===== src/rtl/baccarat_pkg.sv =====
// Shared Baccarat datapath types, card code constants and helpers.
// Imported by the hand scorer and its card value decoder.
package baccarat_pkg;

    localparam int CARD_W  = 4;
    localparam int SCORE_W = 4;

    typedef logic [CARD_W-1:0]  card_t;
    typedef logic [SCORE_W-1:0] score_t;

    localparam card_t CARD_NONE  = 4'd0;
    localparam card_t CARD_ACE   = 4'd1;
    localparam card_t CARD_TEN   = 4'd10;
    localparam card_t CARD_JACK  = 4'd11;
    localparam card_t CARD_QUEEN = 4'd12;
    localparam card_t CARD_KING  = 4'd13;

    // Operand never exceeds 27, so at most two subtractions of 10.
    function automatic score_t mod10(input logic [4:0] x);
        logic [4:0] r;
        r = x;
        if (r >= 5'd20) begin
            r = r - 5'd20;
        end else if (r >= 5'd10) begin
            r = r - 5'd10;
        end
        return r[SCORE_W-1:0];
    endfunction

endpackage


===== src/rtl/card_value.sv =====
// Combinational card code to Baccarat point value decoder.
// Ports: code (card code in), value (points 0..9 out), illegal (code 14/15).
module card_value
    import baccarat_pkg::*;
(
    input  card_t  code,
    output score_t value,
    output logic   illegal
);

    always_comb begin
        value   = '0;
        illegal = 1'b0;
        if (code > CARD_KING) begin
            illegal = 1'b1;
        end else if (code < CARD_TEN) begin
            // Covers CARD_NONE, CARD_ACE and pips; tens and faces stay 0.
            value = code;
        end
    end

endmodule


===== src/rtl/score_hand.sv =====
// Baccarat hand scorer: registered total, two-card total, natural and
// illegal-card flags with one clock of latency.
// Ports: clk, reset (sync, active-high), in_valid, card1..card3 in;
//        total, two_card_total, natural, bad_card, out_valid out.
module score_hand
    import baccarat_pkg::*;
(
    input  logic                clk,
    input  logic                reset,
    input  logic                in_valid,
    input  logic [CARD_W-1:0]   card1,
    input  logic [CARD_W-1:0]   card2,
    input  logic [CARD_W-1:0]   card3,
    output logic [SCORE_W-1:0]  total,
    output logic [SCORE_W-1:0]  two_card_total,
    output logic                natural,
    output logic                bad_card,
    output logic                out_valid
);

    score_t v1, v2, v3;
    logic   ill1, ill2, ill3;

    card_value u_cv1 (.code(card1), .value(v1), .illegal(ill1));
    card_value u_cv2 (.code(card2), .value(v2), .illegal(ill2));
    card_value u_cv3 (.code(card3), .value(v3), .illegal(ill3));

    logic [4:0] sum2;
    logic [4:0] sum3;
    score_t     two_mod;
    score_t     tot_mod;

    score_t total_q, total_d;
    score_t two_q, two_d;
    logic   natural_q, natural_d;
    logic   bad_q, bad_d;
    logic   valid_q, valid_d;

    always_comb begin
        sum2    = {1'b0, v1} + {1'b0, v2};
        sum3    = sum2 + {1'b0, v3};
        two_mod = mod10(sum2);
        tot_mod = mod10(sum3);

        // Hold results when no sample is presented.
        total_d   = total_q;
        two_d     = two_q;
        natural_d = natural_q;
        bad_d     = bad_q;
        valid_d   = in_valid;

        if (in_valid) begin
            total_d   = tot_mod;
            two_d     = two_mod;
            natural_d = (two_mod >= 4'd8) && (v3 == '0);
            bad_d     = ill1 | ill2 | ill3;
        end
    end

    always_ff @(posedge clk) begin
        if (reset) begin
            total_q   <= '0;
            two_q     <= '0;
            natural_q <= 1'b0;
            bad_q     <= 1'b0;
            valid_q   <= 1'b0;
        end else begin
            total_q   <= total_d;
            two_q     <= two_d;
            natural_q <= natural_d;
            bad_q     <= bad_d;
            valid_q   <= valid_d;
        end
    end

    assign total          = total_q;
    assign two_card_total = two_q;
    assign natural        = natural_q;
    assign bad_card       = bad_q;
    assign out_valid      = valid_q;

endmodule


===== config.mk =====
export PLATFORM = sky130hd
export DESIGN_NAME = score_hand
export DESIGN_NICKNAME = d
export VERILOG_FILES = /design/src/rtl/baccarat_pkg.sv /design/src/rtl/card_value.sv /design/src/rtl/score_hand.sv
export SDC_FILE = /design/constraint.sdc
export NUM_CORES = 1
export LEC_CHECK = 0
export CAP_MARGIN = 20
export CELL_PAD_IN_SITES_DETAIL_PLACEMENT = 0
export CELL_PAD_IN_SITES_GLOBAL_PLACEMENT = 1
export CORE_UTILIZATION = 33
export DETAILED_ROUTE_END_ITERATION = 12
export PLACE_DENSITY_LB_ADDON = 0.15
export SYNTH_ARGS = -nofsm -noshare
export SYNTH_HDL_FRONTEND = slang
export SYNTH_SLANG_ARGS = --single-unit

===== constraint.sdc =====
create_clock -name clk -period 3.7 [get_ports clk]
set_input_delay 0.74 -clock clk [delete_from_list [all_inputs] [get_ports clk]]
set_output_delay 0.74 -clock clk [all_outputs]
set_load 0.05 [all_outputs]

Word level (Yosys, flattened, before mapping)
Index checks and enable logic that the tools add are counted.

word-level totals
  output and inout bits = 11
  bits in registers = 11
  word-level logic and storage cells = 39

operators by class
  reductions and logical operators = 2
  bitwise operators = 2
  muxes and demuxes = 13
  $add $sub $neg = 6
  order comparisons = 11

operator list
  kind                                                                   number
  4-bit 2-to-1 mux                                                       10
  4-bit > comparator, second input constant                              3
  4-bit < comparator, second input constant                              3
  5-bit by 4-bit >= comparator with 1-bit output, second input constant  2
  5-bit >= comparator, second input constant                             2
  4-bit by 3-bit subtractor with 4-bit output, second input constant     2
  4-bit subtractor, second input constant                                2
  4-bit by 4-bit adder with 5-bit output                                 1
  5-bit by 4-bit adder with 5-bit output                                 1
  4-bit >= comparator, second input constant                             1
  4-bit zero test                                                        1
  1-bit 2-to-1 mux                                                       3
  1-bit OR                                                               2
  1-bit logical AND                                                      1

Depth between registers and ports, before layout
  depth after elaboration = 9
  depth in mapped cells = 15
  depth with buffers taken out = 15

Hierarchy
From an unflattened synthesis, not the netlist that was laid out.

unflattened totals
  cells, all modules = 144
  area, all modules = 1231.2 µm²

modules (own cells, without submodules)
  module      cells each  area an instance (µm²)  instances
  score_hand  126         1099.8                  1
  card_value  6           43.8                    3

Worst setup path after synthesis
OpenSTA, ideal clock, no wires.

  path kind = in2reg
  from = input port card1[1]
  to = register total_q[1] (netlist: total[1])
  required time = 3.637 ns
  arrival time = 3.794 ns
  library setup time = 0.063 ns
  stages = 15
  path buffers = 0
  path slack = -0.157 ns
  cells stage by stage = o21ai_0 > and2_1 > ha_1 > fa_1 > xor2_1 > ha_1 > a21oi_1 > nand2_1 > xor2_1 > inv_1 > ha_1 > nor3b_1 > o31a_1 > or4_1 > nand3_1

on the way
  cells in the longest elaborated chain, start to end = 8

RTL lines
  element                                                                             RTL line                                source
  start: declaration                                                                  score_hand.sv:11                        input logic [CARD_W-1:0] card1,
  4-bit < comparator                                                                  card_value.sv:16                        end else if (code < CARD_TEN) begin
  4-bit 2-to-1 mux                                                                    card_value.sv:16
  4-bit 2-to-1 mux *                                                                  card_value.sv:14                        if (code > CARD_KING) begin
  4-bit by 4-bit adder with 5-bit output *                                            score_hand.sv:40                        sum2 = {1'b0, v1} + {1'b0, v2};
  5-bit by 4-bit adder with 5-bit output *                                            score_hand.sv:41                        sum3 = sum2 + {1'b0, v3};
  4-bit subtractor or 5-bit by 4-bit >= comparator with 1-bit output (tied branches)  baccarat_pkg.sv:25, baccarat_pkg.sv:24
  4-bit 2-to-1 mux                                                                    baccarat_pkg.sv:24                      end else if (r >= 5'd10) begin
  4-bit 2-to-1 mux *                                                                  baccarat_pkg.sv:22                      if (r >= 5'd20) begin
  end signal: assignment                                                              score_hand.sv:68                        total_q <= total_d;
  end: declaration                                                                    score_hand.sv:33                        score_t total_q, total_d;

Mark *: on every way between the ends. The rest lies on a longest branch, timed or not.
A chain may end at the register's enable or synchronous reset.

Worst setup path in the final report
Same ends and word-level chain as after synthesis.

==> out/results.md <==
| Item | This run | Unit |
|---|---|---|
| Min-delay worst type | flip-flop to flip-flop | - |
| CTS clock-pin slew for the worst setup and hold paths | 0.07 | ns |
| Max Root-Sink Buffers | 2 | - |
| Final Routed Wirelength | 2.62 | mm |
| Routability congestion estimate from global placement | 0.873 | - |
| Internal power consumption | 0.341 | mW |
| Leakage power total | 0.787 | nW |
| Met2 GRT Util | 0.336 | - |
| Primary FF master, synth | sky130_fd_sc_hd__dfxtp_1 | - |
| Total count of hold-check failures in the final report | 0 | - |
| Sequential share of the synthesized area | 0.205 | - |
| Pin count of the biggest net entering global routing | 10 | - |
| Number of hold buffers added after CTS | 0 | - |
| Maximum fanout along the worst path | 3 | - |
| I/O Buffers | 25 | - |
| Total standard cell area after synthesis | 1070 | µm² |
| Buffer type at the clock tree root | sky130_fd_sc_hd__clkbuf_4 | - |
| Post-detailed-route wirelength per cell | 11.5 | µm |
| Final Net Count | 218 | - |
| Initial core utilization | 0.349 | - |
| Antenna Diode Count | 0 | - |
| GRT met1 Usage | 0.174 | - |
| Std cell rows | 20 | - |
| Count of flip-flops with a built-in enable after synthesis | 0 | - |
| Global-route wire length before repair | 4.45 | mm |
| Vias after detailed routing | 1,110 | - |
| Die span in y | 59.0 | µm |
| Number of remaining DRC errors | 0 | - |
| Per-instance average area after synthesis | 8.52 | µm² |
| Power Density | 344 | nW/µm² |
| Required time at the endpoint of the critical path | 3.91 | ns |
| Kind of start point of the critical path | input pin | - |
| H-Tree Depth | 1 | - |
| Syn. warnings | 0 | - |
| Met3 routing resource usage after global routing | 0.0328 | - |
| I/O pin count | 26 | - |
| Gate count of the mapped netlist | 126 | - |
| Net count after synthesis | 159 | - |
| Endpoint kind of the worst setup timing path | flip-flop | - |
| Number of iterations in the first detailed-routing pass | 4 | - |
| RSZ-0062 raised after global routing | no | - |
| Setup skew after layout | 0 | ns |
| Combinational fraction of design power | 0.611 | - |
| Number of synthesized register bits | 11 | - |
| Smallest setup slack after layout | 0.185 | ns |
| Floorplan die width | 59.0 | µm |
| Overall global routing resource usage | 0.168 | - |
| Fraction of power consumed by the clock network | 0.147 | - |
| Sw Ratio | 0.406 | - |
| Fin Hold WS | 0.482 | ns |
| Area growth, synth to finish | 55.7 | % |
| Number of DRC markers in iteration 0 | 23 | - |
| Fraction of layout instances using a drive strength above 1 | 0.266 | - |
| Layer with the highest usage | met2 | - |
| Post-DP HPWL | 2.16 | mm |
| Post-Layout Inst Area | 1670 | µm² |
| Drt via density | 4.87 | - |
| Final-report max-slew violation count | 0 | - |
| Overall die area | 3490 | µm² |
| Antenna-violating nets left | 0 | - |
| Clock network latency to the later pin of the worst-skew pair | 0.27 | ns |
| Slew at the pin closest to its max-slew limit | 0.499 | ns |
| Pre-CTS WS | -0.440 | ns |
| Number of buffers created by CTS | 3 | - |
| Initial antenna violation count | 0 | - |
| Number of global-route vias before repair | 1,106 | - |
| Worst setup path category | input pin to flip-flop | - |
| Gr ovfl total | 0 | - |
| Slew HR | 0.666 | - |
| Fraction of registers with async set/reset | 0 | - |
| Seq pwr share | 0.243 | - |
| Core area | 3080 | µm² |
| Period minus WS final | 3.52 | ns |
| Critical path data arrival time | 3.73 | ns |
| Clock sink total | 11 | - |
| TritonCTS clock tree | done | - |
| Number of max-cap violations | 0 | - |
| Post-detailed-placement cell area | 1600 | µm² |
| Period Utilization, post-route | 0.950 | - |
| Peak ir drop on the vdd network | 0.158 | mV |
| Maximum frequency from static timing analysis | 284 | MHz |
| Distinct cell type count of the synthesized netlist | 37 | - |
| Power spent charging and discharging nets | 0.234 | mW |
| Setup violation total in the final timing report | 0 | - |
| Status | completed | - |
[synthesized netlist by cell type, types with 3 or more instances]
| cell | n | area share |
|---|---|---|
| sky130_fd_sc_hd__inv_1 | 12 | 0.042 |
| sky130_fd_sc_hd__a21oi_1 | 8 | 0.037 |
| sky130_fd_sc_hd__and2_1 | 3 | 0.017 |
| sky130_fd_sc_hd__mux2i_1 | 5 | 0.047 |
| sky130_fd_sc_hd__dfxtp_1 | 11 | 0.21 |
| sky130_fd_sc_hd__o21ai_0 | 9 | 0.042 |
| sky130_fd_sc_hd__nor3b_1 | 4 | 0.028 |
| sky130_fd_sc_hd__nand2_1 | 3 | 0.010 |
| sky130_fd_sc_hd__a22o_1 | 3 | 0.024 |
| sky130_fd_sc_hd__nor2b_1 | 8 | 0.047 |
| sky130_fd_sc_hd__xor2_1 | 3 | 0.024 |
| sky130_fd_sc_hd__nor2_1 | 5 | 0.017 |
| sky130_fd_sc_hd__ha_1 | 16 | 0.19 |
| sky130_fd_sc_hd__nand3_1 | 7 | 0.033 |
[metal layers]
| metal | up-vias | wire length, µm |
|---|---|---|
| met1 | 500 | 1030 |
| met3 | 6 | 96 |
| li1 | 572 | - |
| met5 | - | 0 |
| met2 | 32 | 1420 |
| met4 | 0 | 63 |
[placed cells by master (no fill, tap or decap), types with 2 or more instances in the layout]
master                            count
sky130_fd_sc_hd__nand3_1              7
sky130_fd_sc_hd__nand2_1              3
sky130_fd_sc_hd__ha_1                14
sky130_fd_sc_hd__nor2_1               5
sky130_fd_sc_hd__and2_4               2
sky130_fd_sc_hd__dlygate4sd2_1        8
sky130_fd_sc_hd__dfxtp_1             11
sky130_fd_sc_hd__nor2b_1              6
sky130_fd_sc_hd__mux2i_1              5
sky130_fd_sc_hd__clkdlybuf4s50_1     17
sky130_fd_sc_hd__a21oi_1              8
sky130_fd_sc_hd__o311ai_1             2
sky130_fd_sc_hd__xor2_2               3
sky130_fd_sc_hd__nor2b_2              2
sky130_fd_sc_hd__o21ai_1              3
sky130_fd_sc_hd__a22o_1               3
sky130_fd_sc_hd__clkbuf_4             3
sky130_fd_sc_hd__a21o_1               2
sky130_fd_sc_hd__nor3b_1              3
sky130_fd_sc_hd__nor3_1               2
sky130_fd_sc_hd__o21ai_0              8
sky130_fd_sc_hd__buf_4               30
sky130_fd_sc_hd__or4_1                2
sky130_fd_sc_hd__inv_1               12
[timing repair]
| item | 4_1_cts | 5_1_grt |
|---|---|---|
| endpoints found under the setup margin | 3 | 2 |
| gates cloned | 0 | 0 |
| resized for setup | 16 | 3 |
| pin swaps | 11 | 7 |
| buffers inserted | 2 | 0 |
[cell type report]
cell class | instances | area (µm²)
clock buffers | 4 | 26.3
fillers | 307 | 1410
inverters | 13 | 53.8
multi-input cells | 101 | 851
flip-flops and latches | 11 | 220
well taps | 44 | 55.1
repair buffers | 55 | 465
[stage by stage]
step	setup TNS [ns]	cells	power [mW]	utilization
after floorplan	0	126	0.341	-
after global placement	-1.13	222	0.475	0.520
after detailed placement	-1.42	222	0.482	0.520
after CTS	0	228	0.576	0.539
after global routing	0	228	0.621	0.543
final	0	228	0.575	0.543
[flip-flops by register name, summed over array words and instances (netlist names)]
register	count
bad_card	1
out_valid	1
natural	1
two_card_total	4
total	4
[kinds of logic after synthesis]
group	share of synthesized area
muxes	0.0466
xor gates and xnor gates	0.0478
DFF	0.205
AOI/OAI and AO/OA	0.218
adders and majority gates	0.224
and+or+nand+nor	0.205
buffers and inverters	0.0536
[power by group through the flow]
stage / sequential, mW / clock, mW / combinational [mW]
floorplan: 0.191 / 0 / 0.150
global placement: 0.142 / 0 / 0.333
detailed placement: 0.142 / 0 / 0.339
CTS: 0.140 / 0.0882 / 0.348
global route: 0.141 / 0.0925 / 0.387
finish: 0.139 / 0.0843 / 0.351
[critical path: stages]
cell,delay [ns]
sky130_fd_sc_hd__dlygate4sd2_1,0.24
sky130_fd_sc_hd__buf_4,0.13
sky130_fd_sc_hd__nor2b_2,0.17
sky130_fd_sc_hd__fa_2,0.42
sky130_fd_sc_hd__xor2_2,0.17
sky130_fd_sc_hd__ha_1,0.31
sky130_fd_sc_hd__a21oi_1,0.15
sky130_fd_sc_hd__nand2_1,0.10
sky130_fd_sc_hd__xor2_2,0.14
sky130_fd_sc_hd__inv_1,0.06
sky130_fd_sc_hd__ha_2,0.17
sky130_fd_sc_hd__nor3b_2,0.16
sky130_fd_sc_hd__o31a_1,0.29
sky130_fd_sc_hd__or4_1,0.40
sky130_fd_sc_hd__nand3_1,0.09
[worst paths after layout]
check                                  startpoint  slack (ns)                 to  depth (start not counted)
worst max register to register  two_card_total[1]        3.00  two_card_total[1]                          2
worst max-delay path                     card1[1]        0.18           total[1]                         15
worst min register to register           total[3]        0.48           total[3]                          1
worst min-delay path                     total[3]        0.48           total[3]                          1
No activity file was read; power rests on OpenSTA's default activity.
